===== src/rtl/exe_stage.sv =====
// Execute stage: operand forwarding, 8-bit ALU with C/Z flags, and the EXE/MEM pipeline register.
// The flag registers and the EXE/MEM fields clear asynchronously on rst.
module exe_stage #(
  parameter int unsigned DATA_W  = 8,
  parameter int unsigned RADDR_W = 3
) (
  input  logic               clk,
  input  logic               rst,
  input  logic               regWr_IN,
  input  logic               memRd_IN,
  input  logic               memWr_IN,
  input  logic               cWr_IN,
  input  logic               zWr_IN,
  input  logic [3:0]         aluOp_IN,
  input  logic [RADDR_W-1:0] rd_IN,
  input  logic [RADDR_W-1:0] rs_IN,
  input  logic [RADDR_W-1:0] rt_IN,
  input  logic [DATA_W-1:0]  immConst_IN,
  input  logic [DATA_W-1:0]  regData1_IN,
  input  logic [DATA_W-1:0]  regData2_IN,
  input  logic               squash,
  input  logic               wbRegWr,
  input  logic [RADDR_W-1:0] wbRd,
  input  logic [DATA_W-1:0]  wbData,
  output logic               regWr_OUT,
  output logic               memRd_OUT,
  output logic               memWr_OUT,
  output logic [RADDR_W-1:0] rd_OUT,
  output logic [DATA_W-1:0]  aluResult_OUT,
  output logic [DATA_W-1:0]  storeData_OUT,
  output logic               cFlag,
  output logic               zFlag
);

  logic               reg_wr_q, mem_rd_q, mem_wr_q;
  logic [RADDR_W-1:0] rd_q;
  logic [DATA_W-1:0]  alu_q, store_q;
  logic               c_q, z_q;

  logic [DATA_W-1:0]  fwd_a, fwd_b, op_b;
  logic [DATA_W:0]    a9, b9, res9;
  logic               c_new, z_new;

  // A load sitting in MEM has no data yet, so it is never a forwarding source.
  function automatic logic [DATA_W-1:0] fwd_sel(
    input logic [RADDR_W-1:0] src,
    input logic [DATA_W-1:0]  rf_val,
    input logic               mem_wr,
    input logic               mem_rd,
    input logic [RADDR_W-1:0] mem_rd_addr,
    input logic [DATA_W-1:0]  mem_val,
    input logic               wb_wr,
    input logic [RADDR_W-1:0] wb_rd_addr,
    input logic [DATA_W-1:0]  wb_val
  );
    if (src == RADDR_W'(0))
      return DATA_W'(0);
    else if (mem_wr && !mem_rd && mem_rd_addr == src)
      return mem_val;
    else if (wb_wr && wb_rd_addr == src)
      return wb_val;
    else
      return rf_val;
  endfunction

  always_comb begin
    fwd_a = fwd_sel(rs_IN, regData1_IN, reg_wr_q, mem_rd_q, rd_q, alu_q, wbRegWr, wbRd, wbData);
    fwd_b = fwd_sel(rt_IN, regData2_IN, reg_wr_q, mem_rd_q, rd_q, alu_q, wbRegWr, wbRd, wbData);
    op_b  = aluOp_IN[3] ? immConst_IN : fwd_b;
  end

  // 9-bit ALU; bit DATA_W is the carry for adds and the borrow for subtracts.
  always_comb begin
    a9   = {1'b0, fwd_a};
    b9   = {1'b0, op_b};
    res9 = '0;
    case (aluOp_IN[2:0])
      3'd0: res9 = a9 + b9;
      3'd1: res9 = a9 + b9 + (DATA_W+1)'(c_q);
      3'd2: res9 = a9 - b9;
      3'd3: res9 = a9 - b9 - (DATA_W+1)'(c_q);
      3'd4: res9 = {1'b0, fwd_a & op_b};
      3'd5: res9 = {1'b0, fwd_a | op_b};
      3'd6: res9 = {1'b0, fwd_a ^ op_b};
      3'd7: res9 = {1'b0, fwd_a & ~op_b};
      default: res9 = '0;
    endcase
    c_new = res9[DATA_W];
    z_new = (res9[DATA_W-1:0] == DATA_W'(0));
  end

  always_ff @(posedge clk or posedge rst) begin
    if (rst) begin
      reg_wr_q <= 1'b0;
      mem_rd_q <= 1'b0;
      mem_wr_q <= 1'b0;
      rd_q     <= '0;
      alu_q    <= '0;
      store_q  <= '0;
      c_q      <= 1'b0;
      z_q      <= 1'b0;
    end else begin
      reg_wr_q <= regWr_IN & ~squash;
      mem_rd_q <= memRd_IN & ~squash;
      mem_wr_q <= memWr_IN & ~squash;
      rd_q     <= rd_IN;
      alu_q    <= res9[DATA_W-1:0];
      store_q  <= fwd_b;
      if (cWr_IN && !squash) c_q <= c_new;
      if (zWr_IN && !squash) z_q <= z_new;
    end
  end

  assign regWr_OUT     = reg_wr_q;
  assign memRd_OUT     = mem_rd_q;
  assign memWr_OUT     = mem_wr_q;
  assign rd_OUT        = rd_q;
  assign aluResult_OUT = alu_q;
  assign storeData_OUT = store_q;
  assign cFlag         = c_q;
  assign zFlag         = z_q;

endmodule

===== config.mk =====
export PLATFORM = sky130hd
export DESIGN_NAME = exe_stage
export DESIGN_NICKNAME = d
export VERILOG_FILES = /design/src/rtl/exe_stage.sv
export SDC_FILE = /design/constraint.sdc
export NUM_CORES = 1
export LEC_CHECK = 0
export CORE_MARGIN = 3
export CORE_UTILIZATION = 51
export DETAILED_ROUTE_END_ITERATION = 10
export HOLD_SLACK_MARGIN = 0.02
export PLACE_DENSITY = 0.86
export SYNTH_ARGS = -nofsm -noshare
export SYNTH_HDL_FRONTEND = slang
export SYNTH_SLANG_ARGS = --single-unit

===== constraint.sdc =====
create_clock -name clk -period 4.4 [get_ports clk]
set_input_delay 1.1 -clock clk [delete_from_list [all_inputs] [get_ports clk]]
set_output_delay 1.1 -clock clk [all_outputs]
set_load 0.01 [all_outputs]

==> results of run 1 <==
==> repair_timing <==
item,in CTS
setup buffers,39
pin swaps,46
resized for setup,125
endpoints found under the setup margin,9
==> metrics by stage <==
step / TNS [ns] / cell area, um^2 / std cells / util / hold slack, ns
2_1_floorplan: -0.787 / 3360 / 433 / - / 0.524
3_3_place_gp: -6.12 / 5070 / 690 / 0.832 / 0.514
3_5_place_dp: -7.27 / 5070 / 690 / 0.832 / 0.526
4_1_cts: -1.46 / 5840 / 732 / 0.959 / 0.545
==> metal layers <==
metal,overflow,global-route usage
met1,0,0.656
met2,1,0.850
met3,0,0.436
met4,3,0.653
met5,0,0.0769
==> logic make-up after synthesis <==
family          after synthesis
xor+xnor                     32
mux                           9
compound gates              118
flops                        24
simple gates                170
fa+ha+maj                    30
buf+inv                      50
==> reports/qor.yml, run 1 <==
outcome:
  status: "aborted with a tool error"
  stop_stage: "global routing (5_1_grt)"
  firstError: "[ERROR GRT-0116] Global routing finished with congestion. Check the congestion regions in the DRC Viewer."
clock_tree:
  clockBufferDepth: 2
  cts_inserted_buffers: 3
  hold_buffers: 0
  cts-root-buf: "clkbuf_8"
  clock_sinks: 24
  cts_max_level: 1
grt:
  grt_pass1_wl_um: 35900
  grt_start_max_net_pins: 25
  first_global_vias: 6220
  globalRoute.totalOverflow: 4
  grt_usage: 0.649
yosys:
  synth_edf_count: 0
  syn_inst: 433
  yosys.area_share.simple: 0.263
  yosys-top-cells-area: "dfrtp_1 18%, ha_1 11%, xnor2_1 5.9%, nor2_1 5.5%, a21oi_1 4.6%"
  synth_common_cells: "48 x nor2_1, 33 x nand2_1, 31 x inv_1, 30 x a21oi_1, 28 x ha_1"
  synthArstFlopShare: 1.00
  avgSynthCellArea_um2: 7.61
  synth_most_common_cell: "nor2_1"
  yosys.area.top_type_share: 0.182
  synthAdderAreaFrac: 0.119
  synth_seq_cells: 24
  synth_top_area_cell: "dfrtp_1"
  synth_top_family_by_area: "simple AND/OR/NAND/NOR gates"
  synth.area.mux_share: 0.0289
  ys_types: 62
  synth_compound_area_frac: 0.256
  synthXorXnorAreaFrac: 0.0919
  netlist_area_mm2: 0.00329
  synthesis.nets: 520
  yosysSeqAreaShare: 0.182
  ys_warn_count: 0
  ys.flop_type: "dfrtp_1"
die:
  rows: 28
  die_width_um: 86.4
  io_pins: 81
  die_h_um: 86.4
  start_util: 0.540
place:
  dp_hpwl_um: 11100
  pre_cts_slack_ns: -1.24
  place_congestion: 0.974
  port_buffers: 80
==> inputs of run 2 (changes only) <==
CORE_UTILIZATION = 40   (was 51)
HOLD_SLACK_MARGIN = unset   (was 0.02)
PLACE_DENSITY = unset   (was 0.86)
PLACE_DENSITY_LB_ADDON = 0.15   (was unset)
==> run 2 against run 1 <==
The flow now finishes, with violations (negative setup slack); synthesized cell count is the same; area after synthesis is the same.
==> reports/qor.yml, run 2 <==
outcome:
  status: "finished with violations"
  violations: "negative setup slack"
yosys:
  synth_edf_count: 0
  synth_top_area_cell: "dfrtp_1"
  synth_most_common_cell: "nor2_1"
  netlist_area_mm2: 0.00329
  ys_types: 62
  yosys-top-cells-area: "dfrtp_1 18%, ha_1 11%, xnor2_1 5.9%, nor2_1 5.5%, a21oi_1 4.6%"
  syn_inst: 433
  synthArstFlopShare: 1.00
  avgSynthCellArea_um2: 7.61
  yosys.area.top_type_share: 0.182
  ys.flop_type: "dfrtp_1"
  yosysSeqAreaShare: 0.182
  synth_seq_cells: 24
  synthesis.nets: 520
  ys_warn_count: 0
  synth_common_cells: "48 x nor2_1, 33 x nand2_1, 31 x inv_1, 30 x a21oi_1, 28 x ha_1"
grt:
  grt_start_max_net_pins: 25
  antenna_found_initial: 0
  globalRoute.totalOverflow: 0
  grt_pass1_wl_um: 22700
  grt_usage: 0.296
  first_global_vias: 4531
final_layout:
  final_common_cell: "buf_4"
  final_cell_count_no_fill: 779
  antennaDiodeCount: 0
  design_area_mm2: 0.00632
  drive_gt1_frac: 0.471
  syn2layout_area_growth_pct: 91.8
  seqCellArea_um2: 601
  fillCellCount: 473
  multi_input_area_mm2: 0.00322
  nets: 765
  final_cell_mix: "170 x buf_4, 68 x clkdlybuf4s50_1, 44 x nor2_1"
routing:
  avgViaCountPerCell: 5.93
  drcViolationCount: 0
  wl_um: 15800
  drtIter0Drc: 475
  dr.pass1.iters: 5
  via_count: 4618
  wl_per_cell_um: 20.2
  ant_nets: 0
pwr:
  power_density_mw_per_mm2: 275
  peakVddDrop_mv: 0.182
  p_leak_nw: 2.83
clock_tree:
  cts_inserted_buffers: 3
  clk_pin_slew_ns: 0.09
  cts_max_level: 1
  clock_sinks: 24
  clockBufferDepth: 2
  cts_tree: "yes"
  clk_latency_ns: 0.27
  hold_buffers: 0
  cts-root-buf: "clkbuf_8"
setup_path:
  rrSetupSlack_ns: 0.01
  critPathKind: "in2reg"
  ff2ff_path_depth: 20
  critical_path_arrival_ns: 5.07
  cp-start-kind: "input port"
  cp-end-kind: "register"
  crit_required_ns: 4.58
  critPathMaxFanout: 6
place:
  place_area_mm2: 0.00516
  place_congestion: 1.02
  pre_cts_slack_ns: -1.23
  dpl.cell_count: 724
  port_buffers: 80
  dp_hpwl_um: 10500
die:
  rows: 32
  die-area_mm2: 0.00936
  die_width_um: 96.7
  start_util: 0.420
  io_pins: 81
  coreArea_mm2: 0.00785
  die_h_um: 96.7
flow_run:
  drv_cap: 0
worst_hold_path:
  holdPathStages: 2
  worstHoldPathType: "reg2reg"
sta:
  rsz0062_at_grt: "yes"
  worstMarginPinSlew_ns: 0.969
  max_clock_freq_mhz: 205
  hold_violations: 0
  post-route-period-util: 1.11
  period_needed_ns: 4.89
  max_slew_margin: 0.353
  fin_hold_ws_ns: 0.548
  clock_skew_ns: 0.00416
  setup_viol: 6
  final_max_slew_viol_count: 0
  layout_setup_ws_ns: -0.489
run 2: power by group:
part | internal (mW) | switching, mW | leakage [nW] | total (mW)
Sequential | 0.250 | 0.0236 | 0.293 | 0.274
Clock | 0.122 | 0.0792 | 0.0357 | 0.201
Combinational | 0.663 | 0.600 | 2.50 | 1.26
Total | 1.04 | 0.703 | 2.83 | 1.74
run 2: final timing paths:
path | end | startpoint
worst max-delay path | zFlag$_DFFE_PP0P_ | rt_IN[0]
worst min-delay path | zFlag$_DFFE_PP0P_ | zFlag$_DFFE_PP0P_
worst max register to register | zFlag$_DFFE_PP0P_ | memRd_OUT$_DFF_PP0_
worst min register to register | zFlag$_DFFE_PP0P_ | zFlag$_DFFE_PP0P_
max in group asynchronous | storeData_OUT[5]$_DFF_PP0_ | rst
min in group asynchronous | aluResult_OUT[2]$_DFF_PP0_ | rst
run 2: through the flow:
step | utilization | power (mW) | TNS [ns]
floorplan | - | 0.721 | -0.787
global placement | 0.658 | 1.15 | -7.53
detailed placement | 0.658 | 1.17 | -7.95
CTS | 0.752 | 1.56 | -0.916
global route | 0.805 | 1.82 | -2.03
finish | 0.805 | 1.74 | -1.48
run 2: cells by family (layout without fill, tap and decap cells):
group	after synthesis	after routing	synth area share
AND/OR/NAND/NOR	170	170	0.263
adder cells (fa/ha/maj)	30	30	0.119
flip-flops	24	24	0.182
XOR/XNOR	32	32	0.0919
AO/OA/AOI/OAI	118	118	0.256
multiplexers	9	9	0.0289
buffers and inverters	50	294	0.0596
run 2: layer usage:
metal | share of wire | GRT usage | wire length (um)
met5 | 0 | 0 | 0
met2 | 0.49 | 0.512 | 7680
met3 | 0.082 | 0.0425 | 1290
met1 | 0.38 | 0.376 | 6040
met4 | 0.048 | 0.102 | 764
run 2: layout make-up:
type                    count  share of cell area
inverters                  31              0.0184
clock buffers               3             0.00654
multi-input cells         359               0.510
flip-flops and latches     24              0.0951
well taps                 102              0.0202
repair buffers            259               0.345
clock inverters             1             0.00475
run 2: repair_timing:
action / 4_1_cts / 5_1_grt
setup buffers: 34 / 20
gates resized for setup: 130 / 63
setup endpoints to repair: 9 / 7
pin swaps: 48 / 55
run 2: worst max-delay path: stages:
cell      delay (ns)
buf_6           0.10
xor2_2          0.19
or4_4           0.61
a211o_1         0.36
a32oi_4         0.36
ha_4            0.27
nor2b_4         0.14
buf_6           0.11
o211a_1         0.25
buf_6           0.13
o311ai_4        0.33
buf_6           0.16
nand3b_1        0.11
mux2i_2         0.19
a211oi_2        0.26
a21oi_2         0.08
o41ai_2         0.30
No activity file was read; power rests on OpenSTA's default activity.
==> inputs of run 3 (changes only) <==
DONT_BUFFER_PORTS = 1   (was unset)
==> run 3 against run 2 <==
The flow still finishes with violations (negative setup slack); critical path depth fell by 3; first-iteration DRC count down 36%; sequential share of layout area is 4.1 points higher; fmax increased by 4.3%; worst hold slack improved by 0.053 ns.
==> reports/qor.yml, run 3 (synthesis gave the netlist of run 2 again) <==
clock_tree:
  clock_sinks: 24
  clk_latency_ns: 0.27
  clockBufferDepth: 2
  cts_tree: "yes"
  cts_max_level: 1
  cts_inserted_buffers: 3
  cts-root-buf: "clkbuf_8"
  clk_pin_slew_ns: 0.08
worst_hold_path:
  worstHoldPathType: "reg2reg"
  hp-start: "zFlag$_DFFE_PP0P_"
  holdPathEnd: "zFlag$_DFFE_PP0P_"
  holdPathStages: 2
setup_path:
  critPathMaxFanout: 8
  rrSetupSlack_ns: 0.22
  r2r_end: "zFlag$_DFFE_PP0P_"
  cp-end-kind: "register"
  crit_required_ns: 4.57
  timing.rr.start: "rd_OUT[1]$_DFF_PP0_"
  critical_path_arrival_ns: 4.86
  critPathKind: "in2reg"
  cp-start-kind: "input port"
  ff2ff_path_depth: 17
routing:
  wl_per_cell_um: 18.5
  ant_nets: 0
  drcViolationCount: 0
  wl_met2_um: 5720
  routedLengthMet1_um: 5030
  avgViaCountPerCell: 5.79
  routed.top_layer: "met4"
  dr.pass1.iters: 5
  wl_um: 11600
  wl_met3_um: 724
  drtIter0Drc: 302
  via_count: 3632
sta:
  fin_hold_ws_ns: 0.601
  max_slew_margin: 0.371
  setup_viol: 2
  hold_violations: 0
  worstMarginPinSlew_ns: 0.942
  period_needed_ns: 4.69
  max_clock_freq_mhz: 213
  rsz0062_at_grt: "yes"
  clock_skew_ns: 0.00653
  tns_ns: -0.430
  post-route-period-util: 1.07
  final_max_slew_viol_count: 0
  layout_setup_ws_ns: -0.290
outcome:
  status: "finished with violations"
  violations: "negative setup slack"
die:
  rows: 32
  die_width_um: 96.7
  start_util: 0.420
  coreArea_mm2: 0.00785
  die_h_um: 96.7
  io_pins: 81
  die-area_mm2: 0.00936
place:
  port_buffers: 0
  place_area_mm2: 0.00417
  place_congestion: 0.946
  dpl.cell_count: 619
  pre_cts_slack_ns: -0.636
  dp_hpwl_um: 9690
pwr:
  power_mw: 1.25
  p_leak_nw: 2.05
  peakVddDrop_mv: 0.161
  power_density_mw_per_mm2: 284
final_layout:
  final_cell_mix: "107 x buf_4, 48 x nor2_1, 33 x nand2_1"
  final_cell_count_no_fill: 627
  multi_input_area_mm2: 0.00270
  antennaDiodeCount: 0
  fillCellCount: 784
  nets: 613
  syn2layout_area_growth_pct: 34.1
  design_area_mm2: 0.00442
  final_util: 0.563
  drive_gt1_frac: 0.310
  seqCellArea_um2: 601
  final_common_cell: "buf_4"
flow_run:
  drv_cap: 0
grt:
  first_global_vias: 3444
  antenna_found_initial: 0
  grt_usage: 0.233
  grt_pass1_wl_um: 17900
  grt_start_max_net_pins: 26
  globalRoute.totalOverflow: 0
==> run 3: final cells by class <==
class	instances	share of cell area
Timing Repair Buffer	107	0.182
Clock buffer	3	0.00935
Tap cell	102	0.0289
Sequential cell	24	0.136
Multi-Input combinational cell	359	0.611
Inverter	31	0.0263
Clock inverter	1	0.00680
==> run 3: worst max-delay path, cell delays in order <==
cell and delay, ns:
xor2_2 0.16, or4_4 0.60, a211o_1 0.34, a32oi_4 0.33, inv_1 0.10, ha_1 0.23, or2_2 0.29, o22ai_2 0.15
xnor2_2 0.17, and4_1 0.26, o311ai_0 0.16, a32o_2 0.25, or4_4 0.52, o41ai_2 0.19
==> run 3: what timing repair did <==
| action | in CTS | in global routing |
|---|---|---|
| pin swaps | 4 | 8 |
| hold buffers | 0 | 0 |
| setup endpoints to repair | 5 | 5 |
| gates resized for setup | 13 | 16 |
| gates cloned | 0 | 0 |
| setup buffers | 3 | 1 |
==> run 3: worst max path at each step <==
stage | start | to | slack, ns | cells after the start
finish | rt_IN[0] | zFlag$_DFFE_PP0P_ | -0.29 | 14
global route | rt_IN[0] | zFlag$_DFFE_PP0P_ | -0.38 | 14
CTS | rs_IN[2] | zFlag$_DFFE_PP0P_ | -0.26 | 17
detailed placement | rt_IN[0] | zFlag$_DFFE_PP0P_ | -0.64 | 17
global placement | rs_IN[1] | zFlag$_DFFE_PP0P_ | -0.63 | 17
floorplan | rt_IN[0] | zFlag$_DFFE_PP0P_ | -0.42 | 16
==> run 3: power by group <==
part | switching (mW) | internal (mW) | leakage, nW
clock | 0.0725 | 0.122 | 0.0357
sequential | 0.0429 | 0.251 | 0.293
combinational | 0.381 | 0.386 | 1.73
==> run 3: metal layers <==
layer | track usage | vias to the layer above
met1 | 0.325 | 1751
li1 | - | 1744
met2 | 0.390 | 123
met4 | 0.0356 | 0
met3 | 0.0332 | 14
met5 | 0 | -
